[config.mk]
export PLATFORM = sky130hd
export DESIGN_NAME = mux_scan_sequencer_flat
export DESIGN_NICKNAME = d
export VERILOG_FILES = /design/src/rtl/mux_scan_pkg.sv /design/src/rtl/mux_scan_sequencer_if.sv /design/src/rtl/mux_settle_counter.sv /design/src/rtl/mux_scan_sequencer.sv /design/src/flat_wrapper.sv
export SDC_FILE = /design/constraint.sdc
export NUM_CORES = 1
export LEC_CHECK = 0
export CORE_ASPECT_RATIO = 1.2
export CORE_MARGIN = 1
export CORE_UTILIZATION = 25
export CTS_CLUSTER_DIAMETER = 200
export DETAILED_ROUTE_END_ITERATION = 10
export DONT_BUFFER_PORTS = 1
export GPL_ROUTABILITY_DRIVEN = 1
export HOLD_SLACK_MARGIN = 0.12
export MAX_ROUTING_LAYER = met4
export PLACE_DENSITY = 0.5
export SYNTH_ARGS = -nofsm -noshare
export SYNTH_HDL_FRONTEND = slang
export SYNTH_SLANG_ARGS = --single-unit
export TNS_END_PERCENT = 30
[constraint.sdc]
create_clock -name clk -period 2.38 [get_ports clk]
set_input_delay 0.595 -clock clk [delete_from_list [all_inputs] [get_ports clk]]
set_output_delay 0.595 -clock clk [all_outputs]
set_load 0.02 [all_outputs]
[src/rtl/mux_scan_pkg.sv]
// Shared types and defaults for the mux scan sequencer.
package mux_scan_pkg;

  typedef enum logic [1:0] {
    ST_IDLE = 2'd0,
    ST_SCAN = 2'd1,
    ST_DONE = 2'd2
  } state_e;

  localparam int NUM_CH_DEF = 8;
  localparam int SEL_W_DEF  = 3;
  localparam int SETTLE_DEF = 2;
  localparam int CNT_W      = 4;

endpackage

[src/rtl/mux_scan_sequencer_if.sv]
// Scan request, mux select/sample and captured-word handshake bundle.
interface mux_scan_sequencer_if #(
  parameter int NUM_CH = 8,
  parameter int SEL_W  = 3
);
  logic              start;
  logic              mux_out;
  logic [SEL_W-1:0]  sel;
  logic              busy;
  logic [NUM_CH-1:0] data;
  logic              data_valid;
  logic              out_ready;

  modport master (
    input  start, mux_out, out_ready,
    output sel, busy, data, data_valid
  );

  modport slave (
    output start, mux_out, out_ready,
    input  sel, busy, data, data_valid
  );
endinterface

[src/rtl/mux_settle_counter.sv]
// Loadable down-counter with zero flag; load wins over decrement.
module mux_settle_counter
  import mux_scan_pkg::*;
(
  input  logic             clk,
  input  logic             reset_n,
  input  logic             load_i,
  input  logic [CNT_W-1:0] load_val_i,
  input  logic             dec_i,
  output logic             zero_o
);
  logic [CNT_W-1:0] value_q;
  logic [CNT_W-1:0] value_d;

  always_comb begin
    value_d = value_q;
    if (load_i) begin
      value_d = load_val_i;
    end else if (dec_i && (value_q != '0)) begin
      value_d = value_q - CNT_W'(1);
    end
  end

  always_ff @(posedge clk or negedge reset_n) begin
    if (!reset_n) begin
      value_q <= '0;
    end else begin
      value_q <= value_d;
    end
  end

  assign zero_o = (value_q == '0);
endmodule

[src/rtl/mux_scan_sequencer.sv]
// Steps the mux select through every channel, waits SETTLE cycles on each,
// samples the mux output and presents the assembled word with valid/ready.
module mux_scan_sequencer
  import mux_scan_pkg::*;
#(
  parameter int NUM_CH = NUM_CH_DEF,
  parameter int SEL_W  = SEL_W_DEF,
  parameter int SETTLE = SETTLE_DEF
) (
  input  logic                  clk,
  input  logic                  reset_n,
  mux_scan_sequencer_if.master  bus
);
  state_e            state_q, state_d;
  logic [SEL_W-1:0]  sel_q, sel_d;
  logic [NUM_CH-1:0] data_q, data_d;
  logic              cnt_load;
  logic              cnt_dec;
  logic              cnt_zero;

  mux_settle_counter u_settle (
    .clk        (clk),
    .reset_n    (reset_n),
    .load_i     (cnt_load),
    .load_val_i (CNT_W'(SETTLE)),
    .dec_i      (cnt_dec),
    .zero_o     (cnt_zero)
  );

  always_comb begin
    state_d  = state_q;
    sel_d    = sel_q;
    data_d   = data_q;
    cnt_load = 1'b0;
    cnt_dec  = 1'b0;
    case (state_q)
      ST_IDLE: begin
        if (bus.start) begin
          state_d  = ST_SCAN;
          sel_d    = '0;
          data_d   = '0;
          cnt_load = 1'b1;
        end
      end
      ST_SCAN: begin
        if (!cnt_zero) begin
          cnt_dec = 1'b1;
        end else begin
          for (int i = 0; i < NUM_CH; i++) begin
            if (sel_q == SEL_W'(i)) data_d[i] = bus.mux_out;
          end
          // Last channel: sel parks at NUM_CH-1, no wrap.
          if (sel_q == SEL_W'(NUM_CH - 1)) begin
            state_d = ST_DONE;
          end else begin
            sel_d    = sel_q + SEL_W'(1);
            cnt_load = 1'b1;
          end
        end
      end
      ST_DONE: begin
        if (bus.out_ready) state_d = ST_IDLE;
      end
      default: state_d = ST_IDLE;
    endcase
  end

  always_ff @(posedge clk or negedge reset_n) begin
    if (!reset_n) begin
      state_q <= ST_IDLE;
      sel_q   <= '0;
      data_q  <= '0;
    end else begin
      state_q <= state_d;
      sel_q   <= sel_d;
      data_q  <= data_d;
    end
  end

  assign bus.sel        = sel_q;
  assign bus.data       = data_q;
  assign bus.busy       = (state_q == ST_SCAN) || (state_q == ST_DONE);
  assign bus.data_valid = (state_q == ST_DONE);
endmodule

[src/flat_wrapper.sv]
// flat-port wrapper written by rule: the top's interface ports become plain ports
module mux_scan_sequencer_flat import mux_scan_pkg::*;
#(
  parameter int NUM_CH = NUM_CH_DEF,
  parameter int SEL_W  = SEL_W_DEF,
  parameter int SETTLE = SETTLE_DEF
)
  (clk, reset_n, bus_start, bus_mux_out, bus_out_ready, bus_sel, bus_busy, bus_data, bus_data_valid);
  mux_scan_sequencer_if #(.NUM_CH(NUM_CH), .SEL_W(SEL_W)) bus_i ();
  input  logic clk;
  input  logic reset_n;
  input wire logic [$bits(bus_i.start)-1:0] bus_start;
  input wire logic [$bits(bus_i.mux_out)-1:0] bus_mux_out;
  input wire logic [$bits(bus_i.out_ready)-1:0] bus_out_ready;
  output wire logic [$bits(bus_i.sel)-1:0] bus_sel;
  output wire logic [$bits(bus_i.busy)-1:0] bus_busy;
  output wire logic [$bits(bus_i.data)-1:0] bus_data;
  output wire logic [$bits(bus_i.data_valid)-1:0] bus_data_valid;
  assign bus_i.start = bus_start;
  assign bus_i.mux_out = bus_mux_out;
  assign bus_i.out_ready = bus_out_ready;
  assign bus_sel = bus_i.sel;
  assign bus_busy = bus_i.busy;
  assign bus_data = bus_i.data;
  assign bus_data_valid = bus_i.data_valid;
  mux_scan_sequencer #(.NUM_CH(NUM_CH), .SEL_W(SEL_W), .SETTLE(SETTLE)) u_core (.clk(clk), .reset_n(reset_n), .bus(bus_i));
endmodule
Word level (Yosys, flattened, before mapping)
Index checks and enable logic that the tools add are counted.
Storage, ports and cells
  output and inout port bits: 13
  input port bits: 5
  register bits: 17
Operators by class
  muxes and demuxes: 28
  reductions and logical operators: 18
  eq/ne operators: 21
  add/subtract/negate cells: 2
Operators by type and width (number)
  $reduce_and A4 Y1: 10
  $ne A2 B1 Y1 const B: 9
  $mux W8: 2
  $pmux W8 S2: 1
  $mux W1: 13
  $eq A3 B3 Y1 const B: 4
  $mux W3: 3
  $mux W2: 4
  $mux W4: 2
  $eq A3 B2 Y1 const B: 2
  $ne A2 B2 Y1 const B: 3
  $pmux W2 S3: 1
  $pmux W3 S2: 1
  $logic_not A4 Y1: 1
  $reduce_bool A2 Y1: 2
  $reduce_bool A4 Y1: 1
  $sub A4 B1 Y4 const B: 1
  $add A3 B1 Y3 const B: 1
  $eq A3 B1 Y1 const B: 1
  $logic_not A3 Y1: 1
  $eq A2 B1 Y1 const B: 1
  $eq A2 B2 Y1 const B: 1
  $logic_not A2 Y1: 1
  $pmux W1 S2: 1
  2 further kinds: 2

Logic depth before layout (Yosys ltp)
Gate-level depths: netlist of run 1.
  depth in word-level cells: 6
  depth in mapped cells: 7

Modules after synthesis
A second synthesis of run 1 with hierarchy kept.
Second synthesis, totals
  cells, all modules: 105
  area total of the unflattened synthesis: 1103.6 um^2
By module, submodules not included
  mux_scan_sequencer: times used 1, area each 833.3 um^2, cells an instance 78, seq. area each 325.3 um^2
  mux_settle_counter: times used 1, area each 270.3 um^2, cells an instance 27, seq. area each 100.1 um^2

Least setup slack after synthesis of run 1
OpenSTA, ideal clock, no wires.
  kind: reg-to-reg
  start point: register u_core.sel_q[0], in the netlist u_core.bus.sel[0]
  end point: register u_core.sel_q[1], in the netlist u_core.bus.sel[1]
  setup time: 122 ps
  path buffers: 0
  period minus slack after synthesis: 1783 ps
  slack: 597 ps
  stages on the path, launching flop included: 6
  arrival time: 1661 ps
  required time: 2258 ps
  path through: dfrtp_1 ha_1 ha_1 or4b_4 a21oi_2 o21ai_1
On the way
  cells in the longest elaborated chain, start to end: 4
  elaborated cells between the ends (all ways): 7
  those cells by class: add/sub (1); eq/ne (2); mux (3); reduce/logical (1)
Ends and longest elaborated chain
  start: declaration: line mux_scan_sequencer.sv:15  | logic [SEL_W-1:0] sel_q, sel_d;
  start signal: assignment: line mux_scan_sequencer.sv:75  | sel_q <= sel_d;
  $add A3 B1 Y3: line mux_scan_sequencer.sv:56  | sel_d = sel_q + SEL_W'(1);
  $mux W3: line mux_scan_sequencer.sv:53  | if (sel_q == SEL_W'(NUM_CH - 1)) begin
  $mux W3: line mux_scan_sequencer.sv:46  | if (!cnt_zero) begin
  $pmux W3 S2: line mux_scan_sequencer.sv:36  | case (state_q)
Several ways; a longest one is shown, not always the timed one. The select of a mux whose other input is x is not followed.
A chain may end at the register's enable or synchronous reset.

Final worst setup path of run 1
  start point: register u_core.sel_q[0], in the netlist u_core.bus.sel[0]
  end point: register u_core.state_q[0]
On the way
  cells in the longest elaborated chain, start to end: 3
Ends and longest elaborated chain
  $eq A3 B3 Y1: line mux_scan_sequencer.sv:53
  $ne A2 B1 Y1 (no source line)
  $reduce_and A4 Y1 (no source line)
  end signal: assignment: line mux_scan_sequencer.sv:74  | state_q <= state_d;
  end: declaration: line mux_scan_sequencer.sv:14  | state_e state_q, state_d;
Every way passes these cells.

==> results.md, run 1 <==
- Worst stage delay on the critical path: 0.55 ns
- Final ANT Viol Nets: 0
- CP required: 2.53 ns
- Status: finished clean
- TNS Setup: 0 ns
- Fraction of layout cells with a size suffix above 1: 15.1%
- IO Pins: 18
- R2r startpoint: u_core.bus.sel[0]$_DFFE_PN0P_
- Reg clk slew, reported paths: 0.07 ns
- Via density: 5.23
- Initial Utilization: 26.6%
- Avg Cell Area, Syn: 10.9 µm²
- CTS H-tree depth: 1
- CTS max path bufs: 2
- Detailed Route WL: 2.46 mm
- Startpoint Class: flip-flop
- Max transition margin: 45.5%
- Most area-consuming cells after synthesis: dfrtp_1 (37%), ha_1 (11%), a32o_1 (5.2%), nand3_1 (3.4%), buf_6 (2.9%)
- GRT Resource Usage Total: 11.5%
- Async set-or-reset flop fraction in the synthesized netlist: 100%
- Total clock sinks: 17
- Finished Layout Cells: 162
- Max Cap Viol: 0
- Cell Rows: 26
- Tightest Pin Transition: 0.815 ns
- Per-cell routed wire length: 15.2 µm
- YS warnings: 0
- Distinct cells, synth: 40
- Total number of vias: 848
- Post-synthesis instance total: 107
- Post-synth top cells: dfrtp_1 (17), ha_1 (10), nand2_1 (8), nand3_1 (8), inv_1 (7)
- Pre-antenna DRT Iters: 4
- RePlAce Congestion: 0.696
- GR Overflow Total: 0
- RSZ-0062 raised after global routing: no
- Register area share after synthesis: 36.6%
- Syn-to-layout area delta: 6.57%
- Placed inst area: 0.00118 mm²
- Power density cells: 1070 mW/mm²
- Remaining DRCs: 0
- Top-area cell type share of the netlist area: 36.6%
- FILL cells: 462
- Dpl ws: 0.460 ns
- Crit path kind: reg2reg
- Worst-path cell with the longest stage delay: dfrtp_1
- R2r setup slk: 0.48 ns
- Tmin final: 1.90 ns
- Final hold vios: 0
- Hold Path Cell Cnt: 2
- First-pass GRT wire length: 4.27 mm
- Die ar.: 0.00492 mm²
- Max Fclk: 528 MHz
- Area of the mapped netlist: 0.00116 mm²
- Predominant post-synthesis flop cell: dfrtp_1
- Core area: 0.00436 mm²
- Diodes inserted: 0
- Synthesized Nets: 122
- Count leader, synth: dfrtp_1
- Tcrit/Tclk final: 79.6%
- Hold path start: bus_mux_out
- CP Buf/Inv Count: 0
- Cell taking the most area after synthesis: dfrtp_1
- Nets@finish: 122
- Post-CTS Repair Setup Buffers: 0
- Multi-input logic area: 653 µm²
- Num CTS Buffers: 3
- Reg area: 425 µm²
- VDD IR max: 0.258 mV
- Fin worst setup slack: 0.484 ns
- R2r endpoint: u_core.state_q[0]$_DFFE_PN0P_
- Clk_skew: 0.00582 ns
- CTS tree: done
- Dpl cells: 157
- Crit. End Element: flip-flop
- Crit path max fanout: 6
- Type of the tightest min-delay check: in2reg
- EDFF count, synth: 0
- DRT iter0 DRCs: 18
- Final instance area: 0.00124 mm²
- Hold slack: 0.516 ns
- Yosys reg bits: 17
- Latest clock arrival within the worst-skew pair: 0.26 ns
- P_leak: 0.506 nW
- Initial antenna violation count: 0
- Vias in the first global route: 867
- Critical path's most frequent cell: ha_1
- Clock root buffer: clkbuf_8
- Post-detail-place hpwl: 1.82 mm
- Die X: 64.2 µm
- Final setup fails: 0
- Reg2Reg Depth: 5
- Family with the most delay on the worst path: flip-flops
- Crit path DAT: 2.04 ns
- Chip height: 76.7 µm
- Port Buffers: 0
- Pin count of the biggest net entering global routing: 21
- Slew Limit Fails: 0
- Critical path, cell by cell: ha_1, ha_1, nand4bb_4, a211oi_2, mux2_2
- Hold Path End: u_core.bus.data[3]$_DFFE_PN0P_
-- state kept, by name, summed over array words and instances (netlist names) --
register	flops
u_core.bus.data	8
u_core.u_settle.value_q	4
u_core.bus.sel	3
u_core.state_q	2
-- cell type report --
class / count / share of cell area [%]
multi-input combinational: 76 / 52.8
timing repair buffer: 2 / 1.42
sequential: 17 / 34.4
clock buffer: 4 / 3.64
inverter: 7 / 2.12
tap: 56 / 5.66
-- worst register-to-register path: cells and delay by family, from the launching register on --
family,cells,cell delay (ns)
flops,1,0.55
fa+ha+maj,2,0.51
mux,1,0.35
simple gates,1,0.16
compound gates,1,0.24
-- worst max-delay path by stage --
stage	from	to	slack, ns	cells after the start
2_1_floorplan	u_core.bus.sel[0]$_DFFE_PN0P_	u_core.bus.sel[1]$_DFFE_PN0P_	0.60	5
3_3_place_gp	u_core.state_q[0]$_DFFE_PN0P_	u_core.bus.data[7]$_DFFE_PN0P_	0.50	5
3_5_place_dp	u_core.bus.sel[0]$_DFFE_PN0P_	u_core.state_q[0]$_DFFE_PN0P_	0.46	5
4_1_cts	u_core.bus.sel[0]$_DFFE_PN0P_	u_core.state_q[0]$_DFFE_PN0P_	0.46	5
5_1_grt	u_core.bus.sel[0]$_DFFE_PN0P_	u_core.state_q[0]$_DFFE_PN0P_	0.37	5
6_report	u_core.bus.sel[0]$_DFFE_PN0P_	u_core.state_q[0]$_DFFE_PN0P_	0.48	5
-- where the power goes --
part	internal (mW)	switching, mW	total, mW
logic	0.258	0.349	0.607
registers	0.357	0.132	0.489
clock network	0.119	0.108	0.228
total	0.734	0.590	1.32
-- metrics by stage --
stage | power, mW | utilization (%)
after floorplan | 1.02 | -
after global placement | 1.09 | 27.1
after detailed placement | 1.10 | 27.1
after CTS | 1.34 | 28.4
after global routing | 1.43 | 28.4
final | 1.32 | 28.4
-- layer usage --
metal  vias to the layer above  track usage (%)  share of wire, %
met5                         -                -                 0
met4                         0             5.33               1.6
met3                         4             2.38               3.6
met2                        17             17.1                48
met1                       428             14.8                47
li1                        399                -                 -
-- cell usage in the layout, fill, tap and decap left out, types with 2 or more instances in the layout --
cell type	instances
inv_1	7
nor3_1	2
nor4b_1	2
dfrtp_1	17
mux2i_1	2
a32o_1	6
nand2_1	8
nor2_1	3
nand4b_1	3
clkbuf_8	3
mux2_2	2
nand4_1	4
ha_1	10
o211ai_1	2
nand3_1	8
nor3b_2	2
-- logic make-up after synthesis --
kind of cell / synth area share, %
mux: 3.66
flops: 36.6
compound gates: 12.5
buf+inv: 7.11
simple gates: 29.3
fa+ha+maj: 10.8
-- repair_timing --
| item | 4_1_cts | 5_1_grt |
|---|---|---|
| resized for setup | 0 | 0 |
| hold buffers | 1 | 0 |
| hold endpoints to repair | 17 | 0 |
Power figures use the tool's default switching activity.
==> inputs of run 2 (changes only) <==
PLACE_DENSITY = 0.52   (was 0.5)
clock period = 1.6 ns   (was 2.38 ns; I/O delays follow)
==> results.md, run 2 (same netlist as run 1, synthesis figures left out) <==
- IO Pins: 18 (unchanged)
- Power density cells: 1590 mW/mm² (+49%)
- Crit path kind: reg2reg
- Final setup fails: 0 (unchanged)
- Latest clock arrival within the worst-skew pair: 0.26 ns (about the same)
- Fin worst setup slack: 0.00888 ns (-0.475 ns)
- Remaining DRCs: 0 (unchanged)
- Final instance area: 0.00149 mm² (+20%)
- Die ar.: 0.00492 mm² (unchanged)
- Chip height: 76.7 µm (unchanged)
- Placed inst area: 0.00135 mm² (+14%)
- Diodes inserted: 0 (unchanged)
- Worst stage delay on the critical path: 0.50 ns (-0.05 ns)
- Startpoint Class: flip-flop
- Cell Rows: 26 (unchanged)
- Dpl ws: -0.0645 ns (-0.524 ns)
- Clock root buffer: clkbuf_8
- CTS H-tree depth: 1 (unchanged)
- Initial antenna violation count: 0 (unchanged)
- VDD IR max: 0.697 mV (+170%)
- Crit path depth: 5 (unchanged)
- Final ANT Viol Nets: 0 (unchanged)
- Port Buffers: 0 (unchanged)
- Per-cell routed wire length: 14.2 µm (-6.3%)
- Pin count of the biggest net entering global routing: 18 (-14%)
- Tcrit/Tclk final: 99.4% (+20 points)
- CTS max path bufs: 2 (unchanged)
- Num CTS Buffers: 3 (unchanged)
- Multi-input logic area: 734 µm² (+12%)
- Post-detail-place hpwl: 1.98 mm (+8.7%)
- CP required: 1.73 ns (-0.80 ns)
- FILL cells: 466 (+0.87%)
- Fraction of layout cells with a size suffix above 1: 40.6% (+26 points)
- CTS tree: done
- Status: finished clean
- Reg area: 428 µm² (+0.59%)
- RSZ-0062 raised after global routing: yes
- Max Fclk: 628 MHz (+19%)
- Critical path, cell by cell: ha_4, ha_4, or4b_4, nand3_1, o211ai_1
- Nets@finish: 144 (+18%)
- P_leak: 0.622 nW (+23%)
- Via density: 4.88 (-6.8%)
- Max Cap Viol: 0 (unchanged)
- Clk_skew: 0.00588 ns (+0.0000633 ns)
- Total clock sinks: 17 (unchanged)
- RePlAce Congestion: 0.745 (+6.9%)
- DRT iter0 DRCs: 22 (+4)
- Fin util: 34.2% (+5.8 points)
- Reg2Reg Depth: 5 (unchanged)
- Slew Limit Fails: 0 (unchanged)
- TNS Setup: 0 ns (unchanged)
- Hold Path Cell Cnt: 2 (unchanged)
- First-pass GRT wire length: 4.42 mm (+3.5%)
- Total number of vias: 898 (+5.9%)
- Tot Pwr: 2.37 mW (+79%)
- Family with the most delay on the worst path: simple AND/OR/NAND/NOR gates
- Crit. End Element: flip-flop
- Die X: 64.2 µm (unchanged)
- Final hold vios: 0 (unchanged)
- Tightest Pin Transition: 0.792 ns (-0.0233 ns)
- Commonest cells after routing, fill and taps aside: buf_4 (22), dfrtp_1 (15), nand2_1 (8), nand3_1 (8), a32o_1 (6)
- Reg clk slew, reported paths: 0.07 ns (about the same)
- Critical path's most frequent cell: ha_4
- Max transition margin: 47.0% (+1.6 points)
- Commonest non-fill, non-tap cell in the layout: buf_4
- Crit path max fanout: 3 (-3)
- Syn-to-layout area delta: 28.3%
- Worst-path cell with the longest stage delay: or4b_4
- Initial Utilization: 26.6% (unchanged)
- Detailed Route WL: 2.62 mm (+6.4%)
- Pre-antenna DRT Iters: 4 (unchanged)
- Core area: 0.00436 mm² (unchanged)
- GR Overflow Total: 0 (unchanged)
- Vias in the first global route: 928 (+7.0%)
- Max reg flops: 8 (unchanged)
- GRT Resource Usage Total: 11.9% (+0.43 points)
- Crit path DAT: 1.72 ns (-0.32 ns)
- Type of the tightest min-delay check: in2reg
- Tmin final: 1.59 ns (-0.305 ns)
- CP Buf/Inv Count: 0 (unchanged)
## run 2: changes by cell type in the layout (fill, tap and decap cells not counted), moves of 3 or more
cell   change
ha_4       +3
inv_1      -3
ha_1       -5
buf_4     +21
inv_2      +3
## run 2: timing repair
action / in CTS / in global routing
gates cloned: 0 / 0
pin swaps: 2 / 1
hold buffers: 1 / 0
buffers inserted: 0 / 3
setup endpoints to repair: 11 / 15
hold endpoints to repair: 17 / 0
gates resized for setup: 4 / 12
## run 2: metrics by stage
step                      hold WS, ns  instances
after floorplan                 0.104        107
after global placement          0.105        176
after detailed placement        0.105        176
after CTS                       0.316        181
after global routing            0.335        184
final                           0.321        184
## run 2: routing by layer
| layer | track usage, % | vias to the layer above | part of all wire [%] |
|---|---|---|---|
| met5 | - | - | 0 |
| met4 | 5.33 | 0 | 1.8 |
| met3 | 1.93 | 5 | 3.3 |
| met2 | 19.8 | 13 | 51 |
| met1 | 14.0 | 437 | 44 |
| li1 | - | 443 | - |
## run 2: area by class of cell
| class | count | area share, % |
|---|---|---|
| tap | 56 | 4.70 |
| clock buffer | 4 | 3.02 |
| multi-input combinational | 76 | 49.3 |
| timing repair buffer | 24 | 12.5 |
| inverter | 7 | 1.76 |
| sequential | 17 | 28.7 |
## run 2: worst paths after layout
path	from	to	slack [ns]
setup / recovery	u_core.bus.sel[1]$_DFFE_PN0P_	u_core.bus.sel[2]$_DFFE_PN0P_	0.009
hold / removal	bus_mux_out	u_core.bus.data[3]$_DFFE_PN0P_	0.32
setup reg to reg	u_core.bus.sel[1]$_DFFE_PN0P_	u_core.bus.sel[2]$_DFFE_PN0P_	0.009
hold reg to reg	u_core.state_q[0]$_DFFE_PN0P_	u_core.state_q[0]$_DFFE_PN0P_	0.59
max in group asynchronous	reset_n	u_core.bus.sel[0]$_DFFE_PN0P_	0.38
min in group asynchronous	reset_n	u_core.u_settle.value_q[0]$_DFFE_PN0P_	0.67
## run 2: where the power goes
part / total, mW / switching, mW / internal [mW]
clock network: 0.330 / 0.153 / 0.177
registers: 0.683 / 0.147 / 0.536
logic: 1.36 / 0.681 / 0.678
total: 2.37 / 0.981 / 1.39
==> inputs of run 3 (changes only) <==
CORE_UTILIZATION = 55   (was 25)
PLACE_DENSITY = 0.85   (was 0.52)
==> results.md, run 3 (same netlist as run 1, synthesis figures left out) <==
- Status: complete, but fails checks
- Failing checks: design-rule violations, negative setup slack
- Fraction of layout cells with a size suffix above 1: 41.5% (+0.84 points)
- Detailed Route WL: 2.60 mm (-0.65%)
- Final instance area: 0.00141 mm² (-5.1%)
- FILL cells: 107 (-77%)
- Nets@finish: 139 (-3.5%)
- Per-cell routed wire length: 18.3 µm (+29%)
- Worst-path cell with the longest stage delay: or4b_4
- Crit path max fanout: 3 (unchanged)
- Clock root buffer: clkbuf_4
- Max reg flops: 8 (unchanged)
- TNS Setup: -0.00258 ns (-0.00258 ns)
- Finished Layout Cells: 142 (-23%)
- Power density cells: 1630 mW/mm² (+2.5%)
- DRT iter0 DRCs: 28 (+27%)
- Max Fclk: 624 MHz (-0.71%)
- Crit path from: u_core.bus.sel[1]$_DFFE_PN0P_
- P_leak: 0.604 nW (-2.7%)
- RePlAce Congestion: 0.825 (+11%)
- Int Pwr: 1.30 mW (-6.3%)
- Post-detail-place hpwl: 1.82 mm (-8.1%)
- Dpl cells: 135 (-23%)
- Die ar.: 0.00230 mm² (-53%)
- Clock share of power: 10.6% (-3.3 points)
- CTS tree: done
- Commonest non-fill, non-tap cell in the layout: buf_4
- Via density: 6.52 (+34%)
- Final setup fails: 1 (+1)
- Vias in the first global route: 921 (-0.75%)
- GR Overflow Total: 0 (unchanged)
- Pre-antenna DRT Iters: 9 (+5)
- Slew Limit Fails: 0 (unchanged)
- Hold path start: bus_mux_out
- Max transition margin: 45.5% (-1.6 points)
- Die X: 43.9 µm (-32%)
- Remaining DRCs: 1 (+1)
- Initial antenna violation count: 0 (unchanged)
- Family with the most delay on the worst path: simple AND/OR/NAND/NOR gates
- Max Cap Viol: 0 (unchanged)
- Tmin final: 1.60 ns (+0.0115 ns)
- Crit path kind: reg2reg
- Syn-to-layout area delta: 21.8%
- VDD IR max: 1.11 mV (+60%)
- Crit path DAT: 1.80 ns (+0.08 ns)
- Worst stage delay on the critical path: 0.51 ns (about the same)
- CTS max path bufs: 2 (unchanged)
- Placed inst area: 0.00128 mm² (-5.6%)
- Cell Rows: 17 (-35%)
- GRT Resource Usage Total: 25.8% (+14 points)
- Pin count of the biggest net entering global routing: 18 (unchanged)
- Clk_skew: 0.00272 ns (-0.00316 ns)
- Total clock sinks: 17 (unchanged)
- Sw Share: 43.5% (+2.2 points)
- Latest clock arrival within the worst-skew pair: 0.31 ns (+0.05 ns)
- Tcrit/Tclk final: 100% (+0.72 points)
- RSZ-0062 raised after global routing: yes
- Final hold vios: 0 (unchanged)
- Diodes inserted: 0 (unchanged)
- R2r setup slk: -0.003 ns (about the same)
- Port Buffers: 0 (unchanged)
- Crit. End Element: flip-flop
- Num CTS Buffers: 3 (unchanged)
- Critical path's most frequent cell: ha_4
- Final ANT Viol Nets: 0 (unchanged)
- Tightest Pin Transition: 0.815 ns (+0.0234 ns)
- Switch Pwr: 1.00 mW (+2.4%)
- Fin worst setup slack: -0.00258 ns (-0.0115 ns)
- CP Buf/Inv Count: 0 (unchanged)
- Type of the tightest min-delay check: in2reg
- IO Pins: 18 (unchanged)
- Flop pwr share: 30.6% (+1.8 points)
- Startpoint Class: flip-flop
- Core area: 0.00191 mm² (-56%)
- Critical path, cell by cell: ha_4, ha_4, or4b_4, a21oi_2, o21ai_1
- R2r startpoint: u_core.bus.sel[1]$_DFFE_PN0P_
- Chip height: 52.3 µm (-32%)
- CTS H-tree depth: 1 (unchanged)
- CP required: 1.80 ns (+0.07 ns)
- Reg clk slew, reported paths: 0.10 ns (+0.03 ns)
- First-pass GRT wire length: 4.15 mm (-6.1%)
- Initial Utilization: 60.7% (+34 points)
- Commonest cells after routing, fill and taps aside: buf_4 (17), dfrtp_1 (14), nand2_1 (8)
- Total number of vias: 926 (+3.1%)
- Comb pwr share: 58.8% (+1.5 points)
## run 3: final timing paths
kind	end	cells after the start
min	u_core.bus.data[3]$_DFFE_PN0P_	2
max	u_core.bus.sel[1]$_DFFE_PN0P_	5
max in group asynchronous	u_core.bus.sel[0]$_DFFE_PN0P_	1
min in group asynchronous	u_core.bus.data[7]$_DFFE_PN0P_	1
min reg2reg	u_core.state_q[0]$_DFFE_PN0P_	1
max reg2reg	u_core.bus.sel[1]$_DFFE_PN0P_	5
## run 3: worst reg2reg max path, delay by kind of cell, from the launching register on
family          cells  cell delay, ns
simple gates        1            0.51
flops               1            0.44
fa+ha+maj           2            0.35
compound gates      2            0.20
## run 3: stage by stage
stage / utilization (%) / hold WS (ns) / power, mW / setup slack (ns)
after floorplan: - / 0.104 / 1.54 / -0.0138
after global placement: 66.7 / 0.105 / 1.77 / -0.00631
after detailed placement: 66.7 / 0.105 / 1.83 / -0.0538
after CTS: 70.5 / 0.265 / 2.18 / 0.000395
after global routing: 73.9 / 0.298 / 2.45 / -0.0553
final: 73.9 / 0.263 / 2.31 / -0.00258
## run 3: area by class of cell
cell class,count,area (µm²),area share (%)
multi-input cells,76,759,53.7
flip-flops and latches,17,429,30.4
repair buffers,19,149,10.5
clock buffers,4,26.3,1.86
inverters,7,26.3,1.86
well taps,19,23.8,1.68
## run 3: timing repair
action | in CTS | in global routing
hold buffers | 1 | 0
pin swaps | 1 | 2
buffers inserted | 1 | 2
endpoints found under the setup margin | 11 | 16
endpoints found under the hold margin | 17 | 0
resized for setup | 7 | 15
cloned | 0 | 0
## run 3: power groups by stage
stage	Combinational [mW]	Clock, mW	Sequential, mW
after floorplan	0.859	0	0.679
after global placement	1.09	0	0.681
after detailed placement	1.13	0	0.693
after CTS	1.25	0.246	0.686
after global routing	1.47	0.254	0.721
final	1.36	0.244	0.706
## run 3: layer usage
layer / up-vias / part of all wire [%] / track usage (%)
li1: 438 / - / -
met1: 449 / 42 / 29.6
met2: 30 / 49 / 42.3
met3: 9 / 5.5 / 3.79
met4: 0 / 3.5 / 15.7
met5: - / 0 / -
